[config.mk]
export PLATFORM = sky130hd
export DESIGN_NAME = l2_req_arbiter
export DESIGN_NICKNAME = d
export VERILOG_FILES = /design/src/rtl/l2_req_arbiter.sv
export SDC_FILE = /design/constraint.sdc
export NUM_CORES = 1
export LEC_CHECK = 0
export CAP_MARGIN = 20
export CELL_PAD_IN_SITES_DETAIL_PLACEMENT = 1
export CELL_PAD_IN_SITES_GLOBAL_PLACEMENT = 1
export CORE_AREA = 5 5 119 121
export DETAILED_ROUTE_END_ITERATION = 12
export DIE_AREA = 0 0 124 126
export PLACE_DENSITY_LB_ADDON = 0.1
export SYNTH_ARGS = -nofsm -noshare
export SYNTH_HDL_FRONTEND = slang
export SYNTH_SLANG_ARGS = --single-unit
export TNS_END_PERCENT = 1
[constraint.sdc]
create_clock -name clk -period 4.05 [get_ports clk]
set_input_delay 1.215 -clock clk [delete_from_list [all_inputs] [get_ports clk]]
set_output_delay 1.215 -clock clk [all_outputs]
set_load 0.005 [all_outputs]
[src/rtl/l2_req_arbiter.sv]
// l2_req_arbiter: round-robin arbiter between the instruction-cache and
// data-cache back-ends in front of the single L2 front-end. It grants one
// transaction at a time. It also serialises L2 force-invalidate requests so
// that an invalidate strobe is only issued while no access is outstanding.
module l2_req_arbiter #(
  parameter int ADDR_W = 32,
  parameter int DATA_W = 32
) (
  input  logic                clk,
  input  logic                rst,
  // instruction master (read-only)
  input  logic                i_valid,
  input  logic [ADDR_W-1:0]   i_addr,
  output logic [DATA_W-1:0]   i_rdata,
  output logic                i_ready,
  // data master
  input  logic                d_valid,
  input  logic [ADDR_W-1:0]   d_addr,
  input  logic [DATA_W-1:0]   d_wdata,
  input  logic [DATA_W/8-1:0] d_wstrb,
  output logic [DATA_W-1:0]   d_rdata,
  output logic                d_ready,
  // L2 side
  output logic                s_valid,
  output logic [ADDR_W-1:0]   s_addr,
  output logic [DATA_W-1:0]   s_wdata,
  output logic [DATA_W/8-1:0] s_wstrb,
  input  logic [DATA_W-1:0]   s_rdata,
  input  logic                s_ready,
  // invalidate control and status
  input  logic                inv_req,
  output logic                force_inv,
  output logic                idle
);

  localparam logic [1:0] IDLE  = 2'd0;
  localparam logic [1:0] GNT_I = 2'd1;
  localparam logic [1:0] GNT_D = 2'd2;
  localparam logic [1:0] INV   = 2'd3;

  logic [1:0] state;
  logic [1:0] state_nxt;
  logic       inv_pend;
  // 1 when the data master received the most recent grant, 0 for instruction
  logic       last_gnt_d;

  // Next-state selection: a pending invalidate beats new grants, ties alternate
  always_comb begin
    state_nxt = state;
    case (state)
      IDLE: begin
        if (inv_pend)
          state_nxt = INV;
        else if (i_valid && !d_valid)
          state_nxt = GNT_I;
        else if (d_valid && !i_valid)
          state_nxt = GNT_D;
        else if (i_valid && d_valid)
          state_nxt = last_gnt_d ? GNT_I : GNT_D;
      end
      GNT_I: if (s_ready) state_nxt = IDLE;
      GNT_D: if (s_ready) state_nxt = IDLE;
      INV:   state_nxt = IDLE;
      default: state_nxt = IDLE;
    endcase
  end

  // State, pending-invalidate flag and round-robin history registers
  always_ff @(posedge clk) begin
    if (rst) begin
      state      <= IDLE;
      inv_pend   <= 1'b0;
      last_gnt_d <= 1'b1;
    end else begin
      state <= state_nxt;
      if (state_nxt == INV)
        inv_pend <= 1'b0;
      else if (inv_req)
        inv_pend <= 1'b1;
      if (state == GNT_I && s_ready)
        last_gnt_d <= 1'b0;
      else if (state == GNT_D && s_ready)
        last_gnt_d <= 1'b1;
    end
  end

  // Request mux toward L2 and completion routing back to the granted master
  always_comb begin
    s_valid   = 1'b0;
    s_addr    = '0;
    s_wdata   = '0;
    s_wstrb   = '0;
    i_ready   = 1'b0;
    d_ready   = 1'b0;
    force_inv = 1'b0;
    case (state)
      GNT_I: begin
        s_valid = 1'b1;
        s_addr  = i_addr;
        i_ready = s_ready;
      end
      GNT_D: begin
        s_valid = 1'b1;
        s_addr  = d_addr;
        s_wdata = d_wdata;
        s_wstrb = d_wstrb;
        d_ready = s_ready;
      end
      INV: force_inv = 1'b1;
      default: ;
    endcase
  end

  assign idle    = (state == IDLE) && !inv_pend;
  assign i_rdata = s_rdata;
  assign d_rdata = s_rdata;

endmodule

==> flow_metrics.env <==
export IMPL_min_period_ns=3.66
export IMPL_tightest_slew_ns=0.455
export IMPL_core_sq_mm=0.0130
export IMPL_timing_final_hold_violations=0
export IMPL_cp_start_kind="input port"
export IMPL_dp_cells=490
export IMPL_ant_nets=0
export IMPL_critical_path_required_ns=2.83
export IMPL_use_met2_pct=15.0
export IMPL_maxCapViolCount=0
export IMPL_cts_buffers_inserted=3
export IMPL_gr_usage_met3_pct=3.05
export IMPL_p_int_mw=0.892
export IMPL_status="complete, no violations"
export IMPL_yosys_top_cells_area="buf_4 34%, a22oi_1 16%, and2_1 15%"
export IMPL_syn_area_sq_mm=0.00152
export IMPL_synth_xor_area_share_pct=0
export IMPL_drcViolationCount=0
export IMPL_antenna_found_initial=0
export IMPL_ys_seq_elements=4
export IMPL_layout_drive_gt1_share_pct=3.15
export IMPL_grt_max_degree=46
export IMPL_synth_cell_types=28
export IMPL_syn_area_per_cell_sq_um=7.20
export IMPL_ys_warn_count=0
export IMPL_syn_instance_count=211
export IMPL_stdcell_area_sq_mm=0.00307
export IMPL_cts_resized=0
export IMPL_die_width_um=124
export IMPL_insertion_delay_ns=0.22
export IMPL_clockPowerShare_pct=10.6
export IMPL_rows=42
export IMPL_cts_hold_buf=0
export IMPL_grt_pass1_vias=1922
export IMPL_timing_setup_tns_ns=0
export IMPL_ys_seq_area_share_pct=5.27
export IMPL_finalNonFillerCells=493
export IMPL_use_met1_pct=8.61
export IMPL_synth_compound_area_share_pct=20.3
export IMPL_max_clock_path_buffers=2
export IMPL_worstPathArrival_ns=2.44
export IMPL_switching_power_mw=0.547
export IMPL_grt_overflow=0
export IMPL_relSlewSlack_pct=69.7
export IMPL_synth_main_ff_cell="dfxtp_1"
export IMPL_grt_first_pass_wirelength_mm=10.3
export IMPL_syn_nets=353
export IMPL_async_flop_share_pct=0
export IMPL_finalMaxSlewViolations=0
export IMPL_cts_sinks=4
export IMPL_swShare_pct=38.0
export IMPL_dpl_cell_area_sq_mm=0.00299
export IMPL_fmax_mhz=273
export IMPL_worstSetupPathType="input port to output port"
export IMPL_routed_via_density=3.70
export IMPL_critPathLaunch="s_ready"
export IMPL_rsz0062_at_grt="false"
export IMPL_port_buffers=178
export IMPL_first_pass_iters=3
export IMPL_routed_wl_mm=7.57
export IMPL_r2r_cells=5
export IMPL_wl_per_cell_um=15.4
export IMPL_grt_use_total_pct=8.32
export IMPL_skew_ns=0.000616
export IMPL_htreeDepth=1
export IMPL_place_hpwl_mm=6.22
export IMPL_reg2reg_from="state[1]"
export IMPL_synth_mux_area_share_pct=0
export IMPL_gr_max_usage_layer="met2"
export IMPL_synthAdderAreaFrac_pct=3.29
export IMPL_synth_top_area_cell="buf_4"
export IMPL_fin_crit_sh_pct=90.3
export IMPL_crit_fanout=5
export IMPL_clkSlewWorstSetupHoldPaths_ns=0.03
export IMPL_min_delay_start="last_gnt_d"
export IMPL_die_height_um=126
export IMPL_power_density_mw_per_mm2=469
export IMPL_synth_enable_flop_cells=0
export IMPL_area_growth_pct=102
export IMPL_power_frac_comb_pct=83.9
export IMPL_whs_path_depth=2
export IMPL_min_path_type="flip-flop to flip-flop"
export IMPL_ios=275
export IMPL_hold_slack_ns=0.533
export IMPL_start_util_pct=11.7
export IMPL_pwr_share_seq_pct=5.4
export IMPL_irDropWorstVdd_mv=0.210
export IMPL_antenna_cells=0
export IMPL_clockRootBuffer="clkbuf_16"
export IMPL_gp_congestion=0.631
export IMPL_cts_tree="done"
export IMPL_drt_iter0_markers=26
export IMPL_cts_setup_buffers=0
export IMPL_synth_simple_area_share_pct=33.0
export IMPL_yosysTopAreaCellShare_pct=34.1
export IMPL_end_kind="output port"
export IMPL_fin_nets=461
export IMPL_p_leak_nw=1.03
export IMPL_setup_violations_final=0
export IMPL_die_area_sq_mm=0.0156
export IMPL_vias=1823
export IMPL_fin_util_pct=23.6
export IMPL_synth_top_family_by_area="buffers and inverters"
[metrics by stage]
stage	total power [mW]	worst slack, ns
after global routing	1.57	0.319
after CTS	1.49	0.365
after floorplan	0.710	1.39
after detailed placement	1.33	0.364
final	1.44	0.392
after global placement	1.34	0.380
[area by class of cell]
cell class                      count  area [sq um]
Clock buffer                        3          75.1
Fill cell                        1567          9910
Inverter                            4          15.0
Multi-Input combinational cell    125           862
Sequential cell                     4          80.1
Tap cell                          176           220
Timing Repair Buffer              181          1820
[per-layer routing]
layer	up-vias	share of wire [%]
li1	851	-
met1	807	36
met2	136	46
met3	29	15
met4	0	3.0
met5	-	0
[placed cells by master, fill, tap and decap left out, types with 2 or more instances in the layout]
cell type	count
a22oi_1	32
nand2_1	2
clkdlybuf4s50_1	178
buf_4	2
dfxtp_1	4
nor2b_1	34
ha_1	3
clkbuf_16	3
inv_1	3
and2_1	37
o21ai_1	2
[worst max-delay path, stage by stage]
cell	delay (ns)
clkdlybuf4s50_1	0.53
and2_1	0.17
clkdlybuf4s50_1	0.52
[kinds of logic (layout without fill, tap and decap cells)]
logic type | after synthesis | after routing
DFF | 4 | 4
buffers and inverters | 82 | 188
AOI/OAI and AO/OA | 41 | 41
and+or+nand+nor | 80 | 80
adders and majority gates | 4 | 4
[Yosys cell counts, types with 2 or more instances]
library cell / n
a22oi_1: 32
and2_1: 37
buf_2: 3
buf_4: 69
clkbuf_1: 4
dfxtp_1: 4
ha_1: 4
inv_1: 3
nand2_1: 2
nor2b_1: 34
o21ai_1: 2
[final timing paths]
kind,slack [ns],end
min reg2reg,0.53,last_gnt_d
max reg2reg,2.39,state[1]
max,0.39,d_ready
min,0.53,last_gnt_d
[power groups by stage]
stage / sequential, mW / combinational, mW / clock, mW
6_report: 0.0784 / 1.21 / 0.153
5_1_grt: 0.0824 / 1.32 / 0.160
4_1_cts: 0.0795 / 1.25 / 0.156
3_5_place_dp: 0.0799 / 1.25 / 0
3_3_place_gp: 0.0808 / 1.26 / 0
2_1_floorplan: 0.0714 / 0.638 / 0
[state kept, by name, summed over array words and instances, names as in the netlist]
name / flops
inv_pend: 1
last_gnt_d: 1
state: 2
Power figures use the tool's default switching activity.
